**config.mk**
```make
export PLATFORM = sky130hd
export DESIGN_NAME = arf_sched_flat
export DESIGN_NICKNAME = d
export VERILOG_FILES = /design/src/rtl/arf_sched_pkg.sv /design/src/rtl/arf_sched_if.sv /design/src/rtl/arf_sched_tag_pipe.sv /design/src/rtl/arf_sched.sv /design/src/flat_wrapper.sv
export SDC_FILE = /design/constraint.sdc
export NUM_CORES = 2
export LEC_CHECK = 0
export BUFFER_PORTS_ARGS = -buffer_cell sky130_fd_sc_hd__buf_2
export CORE_MARGIN = 2
export CORE_UTILIZATION = 50
export DETAILED_ROUTE_END_ITERATION = 6
export PLACE_DENSITY = 0.8
export SLEW_MARGIN = 10
export SYNTH_ARGS = -nofsm -noshare
export SYNTH_HDL_FRONTEND = slang
export SYNTH_SLANG_ARGS = --single-unit
```
**constraint.sdc**
```tcl
create_clock -name clk -period 41.7 [get_ports clk]
set_clock_uncertainty 0.15 [all_clocks]
set_input_delay 8.34 -clock clk [delete_from_list [all_inputs] [get_ports clk]]
set_output_delay 8.34 -clock clk [all_outputs]
set_load 0.01 [all_outputs]
```
**src/rtl/arf_sched_pkg.sv**
```systemverilog
`default_nettype none
// ============================================================================
// Module      : arf_pkg
// Description : Shared types, the fixed 28-op ARF dataflow table and helpers.
// Revision    : 1.0 - initial release
// ============================================================================
package arf_pkg;

    localparam int NUM_OPS  = 28;
    localparam int NUM_X    = 10;
    localparam int NUM_COEF = 16;
    localparam int NUM_SRC  = NUM_OPS + NUM_X + NUM_COEF;
    localparam int OP_ID_W  = 5;

    typedef enum logic {OP_MUL = 1'b0, OP_ADD = 1'b1} op_kind_t;

    typedef enum logic [1:0] {SRC_OP = 2'd0, SRC_X = 2'd1, SRC_C = 2'd2} src_kind_t;

    typedef struct packed {
        src_kind_t   kind;
        logic [4:0]  idx;
    } src_t;

    typedef struct packed {
        op_kind_t kind;
        src_t     a;
        src_t     b;
    } op_ent_t;

    typedef enum logic [1:0] {ST_IDLE = 2'd0, ST_RUN = 2'd1, ST_DONE = 2'd2} state_t;

    // n is the 1-based op number as written in the dataflow graph
    function automatic src_t s_op(input int n);
        return '{SRC_OP, 5'(n - 1)};
    endfunction

    function automatic src_t s_x(input int k);
        return '{SRC_X, 5'(k)};
    endfunction

    function automatic src_t s_c(input int k);
        return '{SRC_C, 5'(k)};
    endfunction

    function automatic op_ent_t op_table(input int n);
        case (n)
            1, 2, 3, 4,
            5, 6, 7, 8: return '{OP_MUL, s_x(n - 1),  s_c(n - 1)};
            9:          return '{OP_ADD, s_op(1),     s_op(2)};
            10:         return '{OP_ADD, s_op(3),     s_op(4)};
            11:         return '{OP_ADD, s_op(5),     s_op(6)};
            12:         return '{OP_ADD, s_op(7),     s_op(8)};
            13:         return '{OP_ADD, s_op(9),     s_x(8)};
            14:         return '{OP_ADD, s_op(11),    s_x(9)};
            15:         return '{OP_MUL, s_op(13),    s_c(8)};
            16:         return '{OP_MUL, s_op(10),    s_c(9)};
            17:         return '{OP_MUL, s_op(14),    s_c(10)};
            18:         return '{OP_MUL, s_op(12),    s_c(11)};
            19:         return '{OP_ADD, s_op(15),    s_op(16)};
            20:         return '{OP_ADD, s_op(17),    s_op(18)};
            21:         return '{OP_MUL, s_op(19),    s_c(12)};
            22:         return '{OP_MUL, s_op(20),    s_c(13)};
            23:         return '{OP_MUL, s_op(19),    s_c(14)};
            24:         return '{OP_MUL, s_op(20),    s_c(15)};
            25:         return '{OP_ADD, s_op(21),    s_op(22)};
            26:         return '{OP_ADD, s_op(23),    s_op(24)};
            27:         return '{OP_ADD, s_op(25),    s_op(26)};
            default:    return '{OP_ADD, s_op(26),    s_op(14)};
        endcase
    endfunction

    // Flat index into the combined operand space: op results, then x, then coefficients
    function automatic int src_flat(input src_t s);
        case (s.kind)
            SRC_OP:  return int'(s.idx);
            SRC_X:   return NUM_OPS + int'(s.idx);
            default: return NUM_OPS + NUM_X + int'(s.idx);
        endcase
    endfunction

endpackage
`default_nettype wire

```
**src/rtl/arf_sched_if.sv**
```systemverilog
`default_nettype none
// ============================================================================
// Module      : arf_sched_if
// Description : Frame, coefficient, shared-unit and result signals of arf_sched.
// Revision    : 1.0 - initial release
// ============================================================================
interface arf_sched_if #(
    parameter int W = 16
);
    logic              in_valid;
    logic              in_ready;
    logic [10*W-1:0]   in_x;
    logic              cfg_we;
    logic [3:0]        cfg_addr;
    logic [W-1:0]      cfg_data;
    logic              mul_go;
    logic [W-1:0]      mul_a;
    logic [W-1:0]      mul_b;
    logic [W-1:0]      mul_p;
    logic              add_go;
    logic [W-1:0]      add_a;
    logic [W-1:0]      add_b;
    logic [W-1:0]      add_s;
    logic              out_valid;
    logic              out_ready;
    logic [W-1:0]      out_27;
    logic [W-1:0]      out_28;

    // Scheduler side
    modport master (
        input  in_valid, in_x, cfg_we, cfg_addr, cfg_data, mul_p, add_s, out_ready,
        output in_ready, mul_go, mul_a, mul_b, add_go, add_a, add_b,
        output out_valid, out_27, out_28
    );

    // Frame source, arithmetic units and result sink side
    modport slave (
        output in_valid, in_x, cfg_we, cfg_addr, cfg_data, mul_p, add_s, out_ready,
        input  in_ready, mul_go, mul_a, mul_b, add_go, add_a, add_b,
        input  out_valid, out_27, out_28
    );
endinterface
`default_nettype wire

```
**src/rtl/arf_sched_tag_pipe.sv**
```systemverilog
`default_nettype none
// ============================================================================
// Module      : arf_tag_pipe
// Description : Valid + op-id delay line tracking results in flight in a unit.
// Revision    : 1.0 - initial release
// ============================================================================
module arf_tag_pipe #(
    parameter int DEPTH = 1,
    parameter int ID_W  = 5
) (
    input  logic            clk,
    input  logic            rst,
    input  logic            i_valid,
    input  logic [ID_W-1:0] i_id,
    output logic            o_valid,
    output logic [ID_W-1:0] o_id
);
    logic [DEPTH-1:0] r_vld;
    logic [ID_W-1:0]  r_id [DEPTH];

    always_ff @(posedge clk or posedge rst) begin
        if (rst) begin
            r_vld <= '0;
            for (int i = 0; i < DEPTH; i++) r_id[i] <= '0;
        end else begin
            r_vld[0] <= i_valid;
            r_id[0]  <= i_id;
            for (int i = 1; i < DEPTH; i++) begin
                r_vld[i] <= r_vld[i-1];
                r_id[i]  <= r_id[i-1];
            end
        end
    end

    assign o_valid = r_vld[DEPTH-1];
    assign o_id    = r_id[DEPTH-1];
endmodule
`default_nettype wire

```
**src/rtl/arf_sched.sv**
```systemverilog
`default_nettype none
// ============================================================================
// Module      : arf_sched
// Description : List scheduler running the ARF DFG on one shared mul and add.
// Revision    : 1.0 - initial release
// ============================================================================
module arf_sched
    import arf_pkg::*;
#(
    parameter int W       = 16,
    parameter int MUL_LAT = 2,
    parameter int ADD_LAT = 1
) (
    input  logic        clk,
    input  logic        rst,
    arf_sched_if.master bus
);
    state_t               r_state, w_state_nxt;
    logic                 w_accept;
    logic [W-1:0]         r_x    [NUM_X];
    logic [W-1:0]         r_coef [NUM_COEF];
    logic [W-1:0]         r_res  [NUM_OPS];
    logic [NUM_OPS-1:0]   r_done, r_issued;
    logic [W-1:0]         w_src  [NUM_SRC];
    logic [NUM_SRC-1:0]   w_avail;
    logic [W-1:0]         w_opa  [NUM_OPS];
    logic [W-1:0]         w_opb  [NUM_OPS];
    logic [NUM_OPS-1:0]   w_rdy, w_is_mul;
    logic                 w_mul_go, w_add_go, w_mul_wb, w_add_wb;
    logic [OP_ID_W-1:0]   w_mul_id, w_add_id, w_mul_wb_id, w_add_wb_id;

    always_comb begin
        for (int i = 0; i < NUM_OPS; i++)  w_src[i] = r_res[i];
        for (int i = 0; i < NUM_X; i++)    w_src[NUM_OPS + i] = r_x[i];
        for (int i = 0; i < NUM_COEF; i++) w_src[NUM_OPS + NUM_X + i] = r_coef[i];
    end

    // Primary inputs and coefficients are always available; op results once written back
    assign w_avail = {{(NUM_X + NUM_COEF){1'b1}}, r_done};

    for (genvar g = 0; g < NUM_OPS; g++) begin : g_op
        localparam op_ent_t E  = op_table(g + 1);
        localparam int      FA = src_flat(E.a);
        localparam int      FB = src_flat(E.b);
        assign w_is_mul[g] = (E.kind == OP_MUL);
        assign w_rdy[g]    = !r_issued[g] && w_avail[FA] && w_avail[FB];
        assign w_opa[g]    = w_src[FA];
        assign w_opb[g]    = w_src[FB];
    end

    // Descending scan so the lowest-numbered ready op of each kind wins
    always_comb begin
        w_mul_go = 1'b0;
        w_mul_id = '0;
        w_add_go = 1'b0;
        w_add_id = '0;
        if (r_state == ST_RUN) begin
            for (int i = NUM_OPS - 1; i >= 0; i--) begin
                if (w_rdy[i] && w_is_mul[i]) begin
                    w_mul_go = 1'b1;
                    w_mul_id = OP_ID_W'(i);
                end
                if (w_rdy[i] && !w_is_mul[i]) begin
                    w_add_go = 1'b1;
                    w_add_id = OP_ID_W'(i);
                end
            end
        end
    end

    arf_tag_pipe #(.DEPTH(MUL_LAT), .ID_W(OP_ID_W)) u_mul_tag (
        .clk(clk), .rst(rst), .i_valid(w_mul_go), .i_id(w_mul_id),
        .o_valid(w_mul_wb), .o_id(w_mul_wb_id)
    );

    arf_tag_pipe #(.DEPTH(ADD_LAT), .ID_W(OP_ID_W)) u_add_tag (
        .clk(clk), .rst(rst), .i_valid(w_add_go), .i_id(w_add_id),
        .o_valid(w_add_wb), .o_id(w_add_wb_id)
    );

    always_ff @(posedge clk or posedge rst) begin
        if (rst) begin
            r_state <= ST_IDLE;
        end else begin
            r_state <= w_state_nxt;
        end
    end

    always_comb begin
        w_state_nxt = r_state;
        w_accept    = 1'b0;
        case (r_state)
            ST_IDLE: begin
                if (bus.in_valid) begin
                    w_accept    = 1'b1;
                    w_state_nxt = ST_RUN;
                end
            end
            ST_RUN:  if (r_done[26] && r_done[27]) w_state_nxt = ST_DONE;
            ST_DONE: if (bus.out_ready) w_state_nxt = ST_IDLE;
            default: w_state_nxt = ST_IDLE;
        endcase
    end

    always_ff @(posedge clk or posedge rst) begin
        if (rst) begin
            for (int i = 0; i < NUM_X; i++)    r_x[i]    <= '0;
            for (int i = 0; i < NUM_COEF; i++) r_coef[i] <= '0;
            for (int i = 0; i < NUM_OPS; i++)  r_res[i]  <= '0;
            r_done   <= '0;
            r_issued <= '0;
        end else begin
            if (r_state == ST_IDLE && bus.cfg_we) r_coef[bus.cfg_addr] <= bus.cfg_data;
            if (w_accept) begin
                for (int i = 0; i < NUM_X; i++) r_x[i] <= bus.in_x[i*W +: W];
                r_done   <= '0;
                r_issued <= '0;
            end else begin
                if (w_mul_go) r_issued[w_mul_id] <= 1'b1;
                if (w_add_go) r_issued[w_add_id] <= 1'b1;
                if (w_mul_wb) begin
                    r_res[w_mul_wb_id]  <= bus.mul_p;
                    r_done[w_mul_wb_id] <= 1'b1;
                end
                if (w_add_wb) begin
                    r_res[w_add_wb_id]  <= bus.add_s;
                    r_done[w_add_wb_id] <= 1'b1;
                end
            end
        end
    end

    assign bus.in_ready  = (r_state == ST_IDLE);
    assign bus.out_valid = (r_state == ST_DONE);
    assign bus.out_27    = r_res[26];
    assign bus.out_28    = r_res[27];
    assign bus.mul_go    = w_mul_go;
    assign bus.mul_a     = w_mul_go ? w_opa[w_mul_id] : '0;
    assign bus.mul_b     = w_mul_go ? w_opb[w_mul_id] : '0;
    assign bus.add_go    = w_add_go;
    assign bus.add_a     = w_add_go ? w_opa[w_add_id] : '0;
    assign bus.add_b     = w_add_go ? w_opb[w_add_id] : '0;
endmodule
`default_nettype wire

```
**src/flat_wrapper.sv**
```systemverilog
// flat-port wrapper written by rule: the top's interface ports become plain ports
module arf_sched_flat import arf_pkg::*;
#(
    parameter int W       = 16,
    parameter int MUL_LAT = 2,
    parameter int ADD_LAT = 1
)
  (clk, rst, bus_in_valid, bus_in_x, bus_cfg_we, bus_cfg_addr, bus_cfg_data, bus_mul_p, bus_add_s, bus_out_ready, bus_in_ready, bus_mul_go, bus_mul_a, bus_mul_b, bus_add_go, bus_add_a, bus_add_b, bus_out_valid, bus_out_27, bus_out_28);
  arf_sched_if #(.W(W)) bus_i ();
  input  logic clk;
  input  logic rst;
  input wire logic [$bits(bus_i.in_valid)-1:0] bus_in_valid;
  input wire logic [$bits(bus_i.in_x)-1:0] bus_in_x;
  input wire logic [$bits(bus_i.cfg_we)-1:0] bus_cfg_we;
  input wire logic [$bits(bus_i.cfg_addr)-1:0] bus_cfg_addr;
  input wire logic [$bits(bus_i.cfg_data)-1:0] bus_cfg_data;
  input wire logic [$bits(bus_i.mul_p)-1:0] bus_mul_p;
  input wire logic [$bits(bus_i.add_s)-1:0] bus_add_s;
  input wire logic [$bits(bus_i.out_ready)-1:0] bus_out_ready;
  output wire logic [$bits(bus_i.in_ready)-1:0] bus_in_ready;
  output wire logic [$bits(bus_i.mul_go)-1:0] bus_mul_go;
  output wire logic [$bits(bus_i.mul_a)-1:0] bus_mul_a;
  output wire logic [$bits(bus_i.mul_b)-1:0] bus_mul_b;
  output wire logic [$bits(bus_i.add_go)-1:0] bus_add_go;
  output wire logic [$bits(bus_i.add_a)-1:0] bus_add_a;
  output wire logic [$bits(bus_i.add_b)-1:0] bus_add_b;
  output wire logic [$bits(bus_i.out_valid)-1:0] bus_out_valid;
  output wire logic [$bits(bus_i.out_27)-1:0] bus_out_27;
  output wire logic [$bits(bus_i.out_28)-1:0] bus_out_28;
  assign bus_i.in_valid = bus_in_valid;
  assign bus_i.in_x = bus_in_x;
  assign bus_i.cfg_we = bus_cfg_we;
  assign bus_i.cfg_addr = bus_cfg_addr;
  assign bus_i.cfg_data = bus_cfg_data;
  assign bus_i.mul_p = bus_mul_p;
  assign bus_i.add_s = bus_add_s;
  assign bus_i.out_ready = bus_out_ready;
  assign bus_in_ready = bus_i.in_ready;
  assign bus_mul_go = bus_i.mul_go;
  assign bus_mul_a = bus_i.mul_a;
  assign bus_mul_b = bus_i.mul_b;
  assign bus_add_go = bus_i.add_go;
  assign bus_add_a = bus_i.add_a;
  assign bus_add_b = bus_i.add_b;
  assign bus_out_valid = bus_i.out_valid;
  assign bus_out_27 = bus_i.out_27;
  assign bus_out_28 = bus_i.out_28;
  arf_sched #(.W(W), .MUL_LAT(MUL_LAT), .ADD_LAT(ADD_LAT)) u_core (.clk(clk), .rst(rst), .bus(bus_i));
endmodule
```
==> Implementation_results.wiki <==
{| class="wikitable"
! Metric !! Value
|-
| Result of the run || complete, but fails checks
|-
| Violations in the final reports || design-rule violations
|-
| Fin nets || 5597
|-
| RSZ-0062 raised after global routing || no
|-
| Type of the worst setup path || reg -> out
|-
| Remaining antenna violation count || 0
|-
| Fraction of post-synthesis cell area in the top cell type by area || 49.65%
|-
| Placed inst area || 49290 um^2
|-
| Highest routing layer actually used || met5
|-
| CTS Root Buffer Type || sky130_fd_sc_hd__clkbuf_16
|-
| Flip-flop and latch count after synthesis || 940
|-
| Slowest library cell on the worst path || sky130_fd_sc_hd__buf_4
|-
| FMAX || 69.24 MHz
|-
| Clock edge transition at the registers on the reported setup and hold paths || 0.07 ns
|-
| First drt pass iteration count || 7
|-
| Fin. Hold Viols || 0
|-
| Met2 Wirelength || 79690 um
|-
| Proportion of synthesized chip area in sequential cells || 49.65%
|-
| WP data arrival || 5.95 ns
|-
| Cell types with the largest area share after synthesis || sky130_fd_sc_hd__dfrtp_1 50%, sky130_fd_sc_hd__nand2_1 9.7%, sky130_fd_sc_hd__mux2_2 6.4%, sky130_fd_sc_hd__o22ai_1 5.3%, sky130_fd_sc_hd__a21oi_1 5.0%
|-
| # resized after CTS || 0
|-
| Crit path capture type || primary output
|-
| Postcts setup bufs || 0
|-
| Biggest area consumer among synthesized cells || sky130_fd_sc_hd__dfrtp_1
|-
| Required time at the worst-slack endpoint || 33.21 ns
|-
| Mean routed wirelength per cell || 28.62 um
|-
| Global placement routability congestion || 1.043
|-
| WL met3 || 30420 um
|-
| Highest net fanout along the worst path || 57
|-
| Netlist area before placement || 47380 um^2
|-
| Std-Cell Rows || 112
|-
| Post-synth ARST share || 100.0%
|-
| Largest stage delay on the critical path || 0.77 ns
|-
| Share of cells above drive strength 1 || 16.53%
|-
| Largest net degree at the start of global routing || 232
|-
| Number of antenna violations at the first check in global routing || 13
|-
| Most frequent cell after synthesis || sky130_fd_sc_hd__nand2_1
|-
| Final clock period utilization by the worst path || 34.64%
|-
| CP most frequent cell || sky130_fd_sc_hd__buf_4
|-
| CTS buffer count || 99
|-
| Area used by sequential logic in the layout || 23520 um^2
|-
| Maximum level of the CTS H-tree || 3
|-
| Number of distinct library cells after synthesis || 70
|-
| Routed met1 length || 69180 um
|-
| Final Core Density || 56.48%
|-
| Cell area after layout || 52870 um^2
|-
| Final WL || 192700 um
|-
| Count of flip-flops with a built-in enable after synthesis || 0
|-
| R2r setup slk || 36.99 ns
|-
| Vias in the first global route || 43514
|-
| Number of input and output port buffers inserted || 316
|-
| Most frequently used flop master after synthesis || sky130_fd_sc_hd__dfrtp_1
|-
| Hold/Removal Path Class || reg -> reg
|-
| Setup_tns || 0 ns
|-
| Area taken by multi-input logic gates || 21660 um^2
|-
| Final Critical Period || 14.44 ns
|-
| Sinks on the clock net || 940
|-
| Number of fill cells || 8260
|-
| Gate Count Post-Synth || 5385
|-
| Worst Setup SP || u_core.r_state[0]$_DFFE_PP0P_
|-
| Maximum root-to-sink buffer count || 3
|-
| Transition time at the pin with the least slew margin || 1.400 ns
|-
| Ys Warns || 0
|-
| Worst slew margin || 6.660%
|-
| Cells traversed along the worst timing path || nor2b_1 > nand2_1 > a21oi_1 > o21ai_4 > buf_4 > inv_4 > buf_4 > mux2i_1 > a32oi_1 > nand4_1 > a31oi_1 > buf_2
|-
| Detail-routed via count per cell || 6.788
|-
| Hold Buf Count CTS || 0
|-
| Vias after detailed routing || 45699
|-
| Net count of the mapped netlist || 5602
|-
| Die area || 97230 um^2
|-
| Width of the chip || 311.8 um
|-
| Area of the core || 93610 um^2
|-
| Cell family with most CP delay || buffers and inverters
|-
| Most frequent cells after synthesis || 1229 x sky130_fd_sc_hd__nand2_1, 940 x sky130_fd_sc_hd__dfrtp_1, 476 x sky130_fd_sc_hd__nor2_1
|-
| Max-cap viol count || 0
|-
| Origin of the critical flop-to-flop path || u_core.r_state[0]$_DFFE_PP0P_
|-
| GRT Total Usage || 38.53%
|-
| Number of top-level design ports || 317
|-
| CP startpoint kind || flip-flop
|-
| Launch instance of the worst min-delay path || u_core.u_mul_tag.r_id[7]$_DFF_PP0_
|-
| Synth-to-layout area growth || 11.59%
|-
| TritonCTS clock tree || built
|-
| Avg Cell Area, Syn || 8.798 um^2
|-
| First-pass GRT wire length || 283600 um
|-
| Starting Density || 50.61%
|-
| DRC violation count after routing || 18
|-
| CP bufs+invs || 4
|-
| Clock network latency to the later pin of the worst-skew pair || 0.71 ns
|-
| DRC violation total after the first TritonRoute iteration || 7862
|-
| # setup viols final || 0
|-
| Die height || 311.8 um
|-
| Sum of net half-perimeters after detailed placement || 120000 um
|-
| Final Max Slew Viols || 0
|-
| GR Overflow Total || 0
|}
[layout by cell type (no fill, tap or decap), types with 8 or more instances in the layout]
cell type                   Yosys  routed
sky130_fd_sc_hd__o2111ai_1     10      10
sky130_fd_sc_hd__nand3_1      165     165
sky130_fd_sc_hd__nor3_1        39      37
sky130_fd_sc_hd__a221o_1        8       8
sky130_fd_sc_hd__a21oi_2        1      14
sky130_fd_sc_hd__o22ai_1      400     400
sky130_fd_sc_hd__clkbuf_1     349      16
sky130_fd_sc_hd__clkinv_2       0      19
sky130_fd_sc_hd__a31oi_1       85      84
sky130_fd_sc_hd__a221oi_1      17      17
sky130_fd_sc_hd__buf_2         45     316
sky130_fd_sc_hd__nor4_1         8       8
sky130_fd_sc_hd__o221ai_1      30      30
sky130_fd_sc_hd__o211ai_1      20      20
sky130_fd_sc_hd__o22a_1         8       8
sky130_fd_sc_hd__a211oi_1      16      16
sky130_fd_sc_hd__nand4_1       26      26
sky130_fd_sc_hd__nand3b_1      12      12
sky130_fd_sc_hd__bufinv_16      0      13
sky130_fd_sc_hd__or3_1         15      15
sky130_fd_sc_hd__o21ai_0      190     190
sky130_fd_sc_hd__dfrtp_1      940     940
sky130_fd_sc_hd__nand2b_1      32      32
sky130_fd_sc_hd__nand2_1     1229    1227
sky130_fd_sc_hd__nor2b_1       11      11
sky130_fd_sc_hd__inv_1         68      66
sky130_fd_sc_hd__a32o_1        10      10
sky130_fd_sc_hd__a21oi_1      474     460
sky130_fd_sc_hd__mux2_2       268     268
sky130_fd_sc_hd__a32oi_1       20      20
sky130_fd_sc_hd__clkbuf_16      0      99
sky130_fd_sc_hd__mux2i_1      189     189
sky130_fd_sc_hd__diode_2        0      14
sky130_fd_sc_hd__and3_1        15      14
sky130_fd_sc_hd__buf_4         35      80
sky130_fd_sc_hd__clkbuf_8       0      20
sky130_fd_sc_hd__a2111oi_0     11       9
sky130_fd_sc_hd__nor2_1       476     469
[logic make-up (layout without fill, tap and decap cells)]
family,after synthesis,count (layout),share of synthesized area [%]
buf+inv,579,658,4.984
compound gates,1345,1345,17.07
other cells,0,14,0
flops,940,940,49.65
mux,457,457,10.36
simple gates,2064,2064,17.93
[metrics by stage]
step                hold slack (ns)  cells  setup WS (ns)
CTS                          0.1963   6718          27.53
detailed placement           0.1847   6533          28.30
global placement             0.1819   6533          28.39
finish                       0.1962   6732          27.26
global route                 0.2046   6721          27.19
floorplan                    0.1812   5385          6.775
[final timing paths]
kind	end	depth (start not counted)
min in group asynchronous	u_core.r_res[208]$_DFFE_PP0N_	2
worst max register to register	u_core.r_issued[24]$_DFF_PP0_	10
worst min register to register	u_core.u_mul_tag.o_id[2]$_DFF_PP0_	0
worst min-delay path	u_core.u_mul_tag.o_id[2]$_DFF_PP0_	0
max in group asynchronous	u_core.r_res[151]$_DFFE_PP0N_	5
worst max-delay path	bus_add_b[2]	12
[final cells by class]
cell class | instances | share of cell area, %
Sequential cell | 940 | 44.49
Multi-Input combinational cell | 3866 | 40.97
Clock buffer | 135 | 5.320
Timing Repair Buffer | 400 | 4.279
Tap cell | 1254 | 2.968
Clock inverter | 50 | 1.368
Inverter | 73 | 0.5372
Antenna cell | 14 | 0.06626
[sequential cells by signal (all words and copies together), names as in the netlist]
signal                    flops
u_core.bus.out_27            16
u_core.u_mul_tag.r_id         5
u_core.r_issued              28
u_core.u_add_tag.o_valid      1
u_core.bus.out_28            16
u_core.r_res                416
u_core.u_mul_tag.o_id         5
u_core.r_done                28
u_core.u_add_tag.o_id         5
u_core.r_x                  160
u_core.u_mul_tag.r_vld        2
u_core.r_state                2
u_core.r_coef               256
[per-layer routing]
metal | vias up | GRT usage (%)
li1 | 18811 | -
met1 | 22050 | 49.56
met2 | 3968 | 54.48
met3 | 860 | 15.67
met4 | 10 | 22.42
met5 | - | 1.186
Power is left out: the tool's default activity adds up to more than one toggle a clock period on the data nets, which glitch-free logic cannot reach.
